[src/rtl/pmem_arbiter.sv]
`default_nettype none
// +--------------------------------------------------------------------------+
// | pmem_arbiter                                                             |
// | Shares one physical-memory line port between icache and dcache: one     |
// | transaction at a time, latched request, response routed to the winner.  |
// | Optional feature macro: PMEM_ARB_RR_EN (round-robin tie-break).          |
// | Revision: 1.0                                                            |
// +--------------------------------------------------------------------------+
module pmem_arbiter #(
  parameter int ADDR_W = 16,
  parameter int LINE_W = 128
) (
  input  logic              clk,
  input  logic              rst_n,

  input  logic              icache_pmem_read,
  input  logic [ADDR_W-1:0] icache_pmem_address,
  output logic [LINE_W-1:0] icache_pmem_rdata,
  output logic              icache_pmem_resp,

  input  logic              dcache_pmem_read,
  input  logic              dcache_pmem_write,
  input  logic [ADDR_W-1:0] dcache_pmem_address,
  input  logic [LINE_W-1:0] dcache_pmem_wdata,
  output logic [LINE_W-1:0] dcache_pmem_rdata,
  output logic              dcache_pmem_resp,

  output logic              pmem_read,
  output logic              pmem_write,
  output logic [ADDR_W-1:0] pmem_address,
  output logic [LINE_W-1:0] pmem_wdata,
  input  logic [LINE_W-1:0] pmem_rdata,
  input  logic              pmem_resp,

  output logic              arb_busy
);

  typedef enum logic [1:0] {
    ST_IDLE    = 2'd0,
    ST_SERVE_I = 2'd1,
    ST_SERVE_D = 2'd2,
    ST_RELEASE = 2'd3
  } state_t;

  state_t            r_state;
  state_t            w_state_nxt;

  logic [ADDR_W-1:0] r_addr;
  logic [LINE_W-1:0] r_wdata;
  logic              r_dir;
  logic              r_last;

  logic              w_req_i;
  logic              w_req_d;
  logic              w_tie_d;
  logic              w_grant_i;
  logic              w_grant_d;

  assign w_req_i = icache_pmem_read;
  assign w_req_d = dcache_pmem_read | dcache_pmem_write;

`ifdef PMEM_ARB_RR_EN
  // Tie goes to whichever side did not win last time.
  assign w_tie_d = ~r_last;
`else
  logic w_unused_last;
  assign w_unused_last = r_last;
  assign w_tie_d       = 1'b1;
`endif

  assign w_grant_d = w_req_d & (~w_req_i | w_tie_d);
  assign w_grant_i = w_req_i & ~w_grant_d;

  always_ff @(posedge clk or negedge rst_n) begin
    if (!rst_n) begin
      r_state <= ST_IDLE;
    end else begin
      r_state <= w_state_nxt;
    end
  end

  always_ff @(posedge clk or negedge rst_n) begin
    if (!rst_n) begin
      r_addr  <= '0;
      r_wdata <= '0;
      r_dir   <= 1'b0;
      r_last  <= 1'b1;
    end else if (r_state == ST_IDLE) begin
      if (w_grant_d) begin
        r_addr  <= dcache_pmem_address;
        r_wdata <= dcache_pmem_wdata;
        r_dir   <= dcache_pmem_write;
        r_last  <= 1'b1;
      end else if (w_grant_i) begin
        r_addr  <= icache_pmem_address;
        r_last  <= 1'b0;
      end
    end
  end

  always_comb begin
    w_state_nxt      = r_state;
    pmem_read        = 1'b0;
    pmem_write       = 1'b0;
    icache_pmem_resp = 1'b0;
    dcache_pmem_resp = 1'b0;
    case (r_state)
      ST_IDLE: begin
        if (w_grant_d) begin
          w_state_nxt = ST_SERVE_D;
        end else if (w_grant_i) begin
          w_state_nxt = ST_SERVE_I;
        end
      end
      ST_SERVE_I: begin
        pmem_read = 1'b1;
        if (pmem_resp) begin
          icache_pmem_resp = 1'b1;
          w_state_nxt      = ST_RELEASE;
        end
      end
      ST_SERVE_D: begin
        pmem_read  = ~r_dir;
        pmem_write = r_dir;
        if (pmem_resp) begin
          dcache_pmem_resp = 1'b1;
          w_state_nxt      = ST_RELEASE;
        end
      end
      ST_RELEASE: begin
        w_state_nxt = ST_IDLE;
      end
      default: begin
        w_state_nxt = ST_IDLE;
      end
    endcase
  end

  // Read data is broadcast; the per-cache resp strobe is the only qualifier.
  assign icache_pmem_rdata = pmem_rdata;
  assign dcache_pmem_rdata = pmem_rdata;
  assign pmem_address      = r_addr;
  assign pmem_wdata        = r_wdata;
  assign arb_busy          = (r_state != ST_IDLE);

endmodule
`default_nettype wire

[config.mk]
export PLATFORM = sky130hd
export DESIGN_NAME = pmem_arbiter
export DESIGN_NICKNAME = d
export VERILOG_FILES = /design/src/rtl/pmem_arbiter.sv
export SDC_FILE = /design/constraint.sdc
export NUM_CORES = 1
export LEC_CHECK = 0
export CAP_MARGIN = 40
export CORE_AREA = 2 2 271 273
export CTS_BUF_LIST = sky130_fd_sc_hd__clkbuf_16
export DETAILED_ROUTE_END_ITERATION = 8
export DIE_AREA = 0 0 273 275
export SLEW_MARGIN = 40
export SYNTH_ARGS = -nofsm -noshare
export SYNTH_HDL_FRONTEND = slang
export SYNTH_SLANG_ARGS = --single-unit
export TNS_END_PERCENT = 30
[constraint.sdc]
create_clock -name clk -period 2.3 [get_ports clk]
set_input_delay 0.69 -clock clk [delete_from_list [all_inputs] [get_ports clk]]
set_output_delay 0.69 -clock clk [all_outputs]
set_load 0.02 [all_outputs]
==> results of run 1 <==
## worst max-delay path, stage by stage, from the launching register on
cell     delay [ns]
dfrtp_1        0.40
inv_2          0.08
ha_4           0.17
nor2b_1        0.12
o21a_1         0.17
buf_6          0.13
## per-layer routing
layer | vias to the layer above | GRT usage, % | routed length (um) | part of all wire, %
met5 | - | 0 | 13 | 0.055
met4 | 2 | 5.38 | 1740 | 7.3
met3 | 151 | 3.72 | 2830 | 12
met2 | 315 | 9.33 | 10700 | 45
met1 | 2109 | 6.17 | 8460 | 36
li1 | 1965 | - | - | -
## path summary, 6_finish.rpt
kind | startpoint | to | slack [ns] | cells after the start
max reg2reg | r_state[0]$_DFFE_PN0P_ | pmem_wdata[57]$_DFFE_PN0P_ | 0.46 | 7
min reg2reg | pmem_address[14]$_DFFE_PN0P_ | pmem_address[14]$_DFFE_PN0P_ | 0.48 | 2
max in group asynchronous | rst_n | pmem_wdata[104]$_DFFE_PN0P_ | 1.55 | 2
min | rst_n | pmem_wdata[1]$_DFFE_PN0P_ | 0.14 | 1
max | r_state[0]$_DFFE_PN0P_ | pmem_read | 0.07 | 5
min in group clk | pmem_address[14]$_DFFE_PN0P_ | pmem_address[14]$_DFFE_PN0P_ | 0.48 | 2
## flip-flops by register name, indices dropped and copies added, names as in the netlist
signal,flops
r_dir,1
pmem_wdata,128
r_state,2
pmem_address,16
## cells by family after synthesis
family,synth area share [%]
compound gates,1.74
fa+ha+maj,0.492
mux,21.0
flops,48.2
simple gates,1.72
buf+inv,26.9
## cell type report
| cell class | count | share of cell area, % |
|---|---|---|
| inverters | 3 | 0.104 |
| multi-input cells | 200 | 17.8 |
| clock inverters | 15 | 2.10 |
| repair buffers | 337 | 31.2 |
| well taps | 959 | 11.0 |
| flip-flops and latches | 147 | 33.8 |
| clock buffers | 17 | 3.91 |
## power breakdown
part	total, W	leakage [nW]	internal [W]	switching [W]
clock network	0.00325	0.320	0.00194	0.00131
logic	0.00772	2.12	0.00413	0.00359
registers	0.00467	1.74	0.00393	0.000740
## per-stage QoR
| stage | cells | setup TNS (ns) | util (%) | hold slack (ns) |
|---|---|---|---|---|
| 4_1_cts | 1678 | -0.0299 | 15.0 | 0.0881 |
| 3_5_place_dp | 1646 | -1.91 | 14.1 | 0.472 |
| 5_1_grt | 1678 | -0.0337 | 15.0 | 0.110 |
| 3_3_place_gp | 1646 | -0.742 | 14.1 | 0.469 |
| 6_report | 1678 | 0 | 15.0 | 0.136 |
| 2_1_floorplan | 624 | 0 | - | 0.394 |
## placed cells by master, fill, tap and decap left out, drive strengths merged, types with 3 or more instances in the layout
cell type      Yosys  layout
nand2             20      20
nor2               3       3
buf              273      28
mux2             128     128
and2               3       3
clkinv             0       3
inv                3       9
clkdlybuf4s50      0     304
mux2i             16      16
dfrtp            147     147
a21oi              3       3
o21ai             17      17
clkbuf             1      18
dlygate4sd2        0       4
bufinv             0       5
ha                 3       3
## what timing repair did
action,in CTS,in global routing
setup endpoints to repair,9,3
resized for setup,23,6
pin swaps,0,0
==> impl_metrics.tcl, run 1 <==
set metrics [dict create \
    crit_type "flip-flop to output pin" \
    cp.required_ns 1.61 \
    drt-total-wl_um 23800 \
    ios 699 \
    fillers 8068 \
    drtIter0Drc 104 \
    post-route-drc-count 0 \
    place_area_um2 10200 \
    die_h_um 275 \
    viasPerCell 2.71 \
    start_util_pct 10.6 \
    maxCapViolations 0 \
    synth_area_leaders "dfrtp_1, buf_4, mux2_2" \
    grt_pass1_vias 5147 \
    tightest_slew_ns 0.402 \
    crit_path_start_kind "flip-flop" \
    skew_ns 0.0245 \
    cts_buffers 17 \
    place_hpwl_um 18200 \
    place_congestion 0.724 \
    post_cts_buffers 0 \
    timing_hold_violations_final 0 \
    status "complete, no violations" \
    coreArea_um2 72300 \
    portBuffers 314 \
    drive_gt1_share_pct 26.7 \
    root_buffer "clkbuf_16" \
    synth.avg_cell_area_um2 12.2 \
    area_delta_synth_final_pct 42.5 \
    fp.dieW_um 273 \
    yosys_warnings 0 \
    synth_cells 624 \
    htree_levels 4 \
    period_share_pct 96.9 \
    ys_top_cells_by_count "buf_4, dfrtp_1, mux2_2" \
    grt_pass1_wl_um 33300 \
    finalPower_w 0.0156 \
    multi_input_area_um2 1940 \
    synthFlopType "dfrtp_1" \
    synth_edf_count 0 \
    wl_per_cell_um 14.2 \
    hold_path.class "input pin to async pin" \
    cp_max_fo 3 \
    antenna_found_initial 4 \
    clock-sinks 147 \
    maxSlewViolCount 0 \
    leakagePower_nw 4.17 \
    fmax_mhz 449 \
    regArea_um2 3680 \
    grt_max_degree 46 \
    layout.nets 1003 \
    syn_area_um2 7630 \
    synth_cell_type_count 21 \
    ys_seq_area_share_pct 48.2 \
    ys_ff_latch 147 \
    grt_overflow 0 \
    power.density_nw_per_um2 1440 \
    antenna_cells 0 \
    setup_viol 0 \
    clk_pin_slew_worst_paths_ns 0.07 \
    peakVddDrop_v 0.000619 \
    netlist.area_leader.share_pct 48.2 \
    layout_min_cycle_time_ns 2.23 \
    antenna_left 0 \
    arrival_ns 1.54 \
    syn-num-nets 921 \
    grt.total_usage_pct 6.24 \
    cts_buffer_depth 2 \
    die_area_um2 75100 \
    drt_pass1_iterations 4 \
    post-place-ws_ns -0.334 \
    relSlewSlack_pct 73.2 \
    rows 99 \
    cts_hold_buf 0 \
    ys_async_sr_fraction_pct 100 \
    setup_ws_ns 0.0711 \
    yosysMostFrequentCell "buf_4" \
    cts_tree "built" \
    end_kind "output pin" \
    rsz0062_at_grt "true" \
    route.vias.total 4542 \
    insertion_delay_ns 0.48 \
    finalInstanceArea_um2 10900 \
    yosysTopAreaCell "dfrtp_1" \
]
Note: power is estimated with default switching activity, not from simulation.
==> run 2: changes to the inputs <==
Settings changed: ABC_AREA set to 0.
==> results of run 2 <==
Same layout as run 1: the final DEF is identical, and so are final timing and power.
==> run 3: changes to the inputs <==
Settings changed: REMOVE_ABC_BUFFERS set to 1.
==> run 3 against run 2 <==
  * Non-clock buffer count increased by 11
  * Sequential power about the same
  * Power decreased by 0.25%
  * Combinational power increased by 3.6%
  * Clock skew decreased by 0.014 ns
  * Clock power decreased by 8.9%
  * Final cell count increased by 0.72%
  * Maximum frequency decreased by 2.5%
  * First-iteration DRC count increased to 3.7 times the previous value
  * Register-to-register slack about the same
  * Critical path type is now input pin to output pin
  * Highest routed layer unchanged
==> impl_metrics.tcl, run 3 (synthesis gave the netlist of run 1 again) <==
set metrics [dict create \
    largest_reg_flops 128 \
    hold_path.class "input pin to async pin" \
    maxSlewViolCount 0 \
    drt_pass1_iterations 4 \
    path_cells "clkdlybuf4s50_1 -> and2_4 -> buf_4" \
    rows 99 \
    grt_pass1_wl_um 83200 \
    die_area_um2 75100 \
    insertion_delay_ns 0.47 \
    arrival_ns 1.60 \
    place_congestion 0.886 \
    place_hpwl_um 62200 \
    p_int_w 0.00973 \
    cts_hold_buf 0 \
    clk_pin_slew_worst_paths_ns 0.07 \
    viasPerCell 3.24 \
    regArea_um2 3680 \
    die_h_um 275 \
    cts_buffer_depth 2 \
    finalInstanceArea_um2 10900 \
    crit_path_start_kind "input pin" \
    cp.required_ns 1.61 \
    fmax_mhz 437 \
    power.switching_w 0.00588 \
    clock-sinks 147 \
    status "complete, no violations" \
    place_area_um2 10300 \
    final_common_cell "clkdlybuf4s50_1" \
    area_delta_synth_final_pct 42.9 \
    r2r.worst_path.cells 7 \
    layout.nets 1014 \
    start_util_pct 10.6 \
    grt_overflow 0 \
    route.vias.total 5477 \
    crit_type "input pin to output pin" \
    power.density_nw_per_um2 1430 \
    relSlewSlack_pct 66.4 \
    setup_viol 0 \
    leakagePower_nw 4.21 \
    antenna_found_initial 7 \
    finalPower_w 0.0156 \
    ios 699 \
    wl_per_cell_um 41.8 \
    cts_tree "built" \
    maxCapViolations 0 \
    root_buffer "clkbuf_16" \
    grt.total_usage_pct 18.5 \
    pwr-share-seq_pct 29.8 \
    max_stage_delay_ns 0.55 \
    tightest_slew_ns 0.504 \
    layout_min_cycle_time_ns 2.29 \
    cp_max_fo 5 \
    timing_hold_violations_final 0 \
    final_cell_mix "clkdlybuf4s50_1, dfrtp_1, mux2_2" \
    drtIter0Drc 388 \
    portBuffers 314 \
    post-route-drc-count 0 \
    multi_input_area_um2 1940 \
    fillers 8079 \
    htree_levels 4 \
    coreArea_um2 72300 \
    cp_slowest_cell "clkdlybuf4s50_1" \
    swShare_pct 37.7 \
    grt_max_degree 59 \
    drt-total-wl_um 70700 \
    antenna_left 0 \
    clkPwrFrac_pct 19.0 \
    end_kind "output pin" \
    cts_buffers 17 \
    skew_ns 0.0105 \
    rsz0062_at_grt "false" \
    grt_pass1_vias 5457 \
    fin_util_pct 15.1 \
    period_share_pct 99.4 \
    combPwrFrac_pct 51.3 \
    peakVddDrop_v 0.000739 \
    drive_gt1_share_pct 28.4 \
    fp.dieW_um 273 \
]
-- run 3: critical path: cells and delay by family --
kind / cells / cell delay [ns]
simple gates: 1 / 0.20
buf+inv: 2 / 0.70
-- run 3: final cells by class --
type	instances	area share, %
Timing Repair Buffer	348	31.9
Clock buffer	17	3.90
Tap cell	959	11.0
Clock inverter	15	1.56
Inverter	3	0.103
Antenna cell	1	0.0229
Sequential cell	147	33.7
Multi-Input combinational cell	200	17.8
-- run 3: power groups by stage --
stage               Sequential [W]  Combinational, W  Clock (W)
floorplan                  0.00617           0.00203          0
global placement           0.00462           0.00810          0
detailed placement         0.00467           0.00814          0
CTS                        0.00465           0.00814    0.00311
global route               0.00482           0.00853    0.00319
finish                     0.00464           0.00800    0.00296
-- run 3: final timing paths --
check,from,to,slack (ns)
worst max-delay path,pmem_resp,dcache_pmem_resp,0.01
min in group clk,pmem_address[5]$_DFFE_PN0P_,pmem_address[5]$_DFFE_PN0P_,0.49
worst min register to register,pmem_address[5]$_DFFE_PN0P_,pmem_address[5]$_DFFE_PN0P_,0.49
max in group asynchronous,rst_n,pmem_address[0]$_DFFE_PN0P_,1.48
worst min-delay path,rst_n,pmem_wdata[4]$_DFFE_PN0P_,0.18
worst max register to register,r_state[1]$_DFFE_PN0P_,pmem_wdata[105]$_DFFE_PN0P_,0.47
-- run 3: what timing repair did --
action,CTS,global route
pin swaps,0,1
endpoints found under the hold margin,0,0
resized for setup,19,7
setup buffers,1,0
setup endpoints to repair,10,3
-- run 3: stage by stage --
step	instances	worst slack, ns	TNS (ns)	hold WS [ns]
final	1690	0.0137	0	0.175
after global routing	1689	0.00179	0	0.174
after CTS	1689	0.00154	0	0.139
after detailed placement	1656	-0.0815	-0.804	0.477
after global placement	1656	-0.0653	-1.18	0.479
after floorplan	350	-4.96	-650.29	0.394
-- run 3: metal layers --
layer / GRT usage, % / vias up / wire length (um)
li1: - / 1988 / -
met4: 3.48 / 26 / 1220
met3: 22.2 / 69 / 17700
met2: 28.5 / 843 / 30700
met1: 14.3 / 2551 / 19700
met5: 13.0 / - / 1390
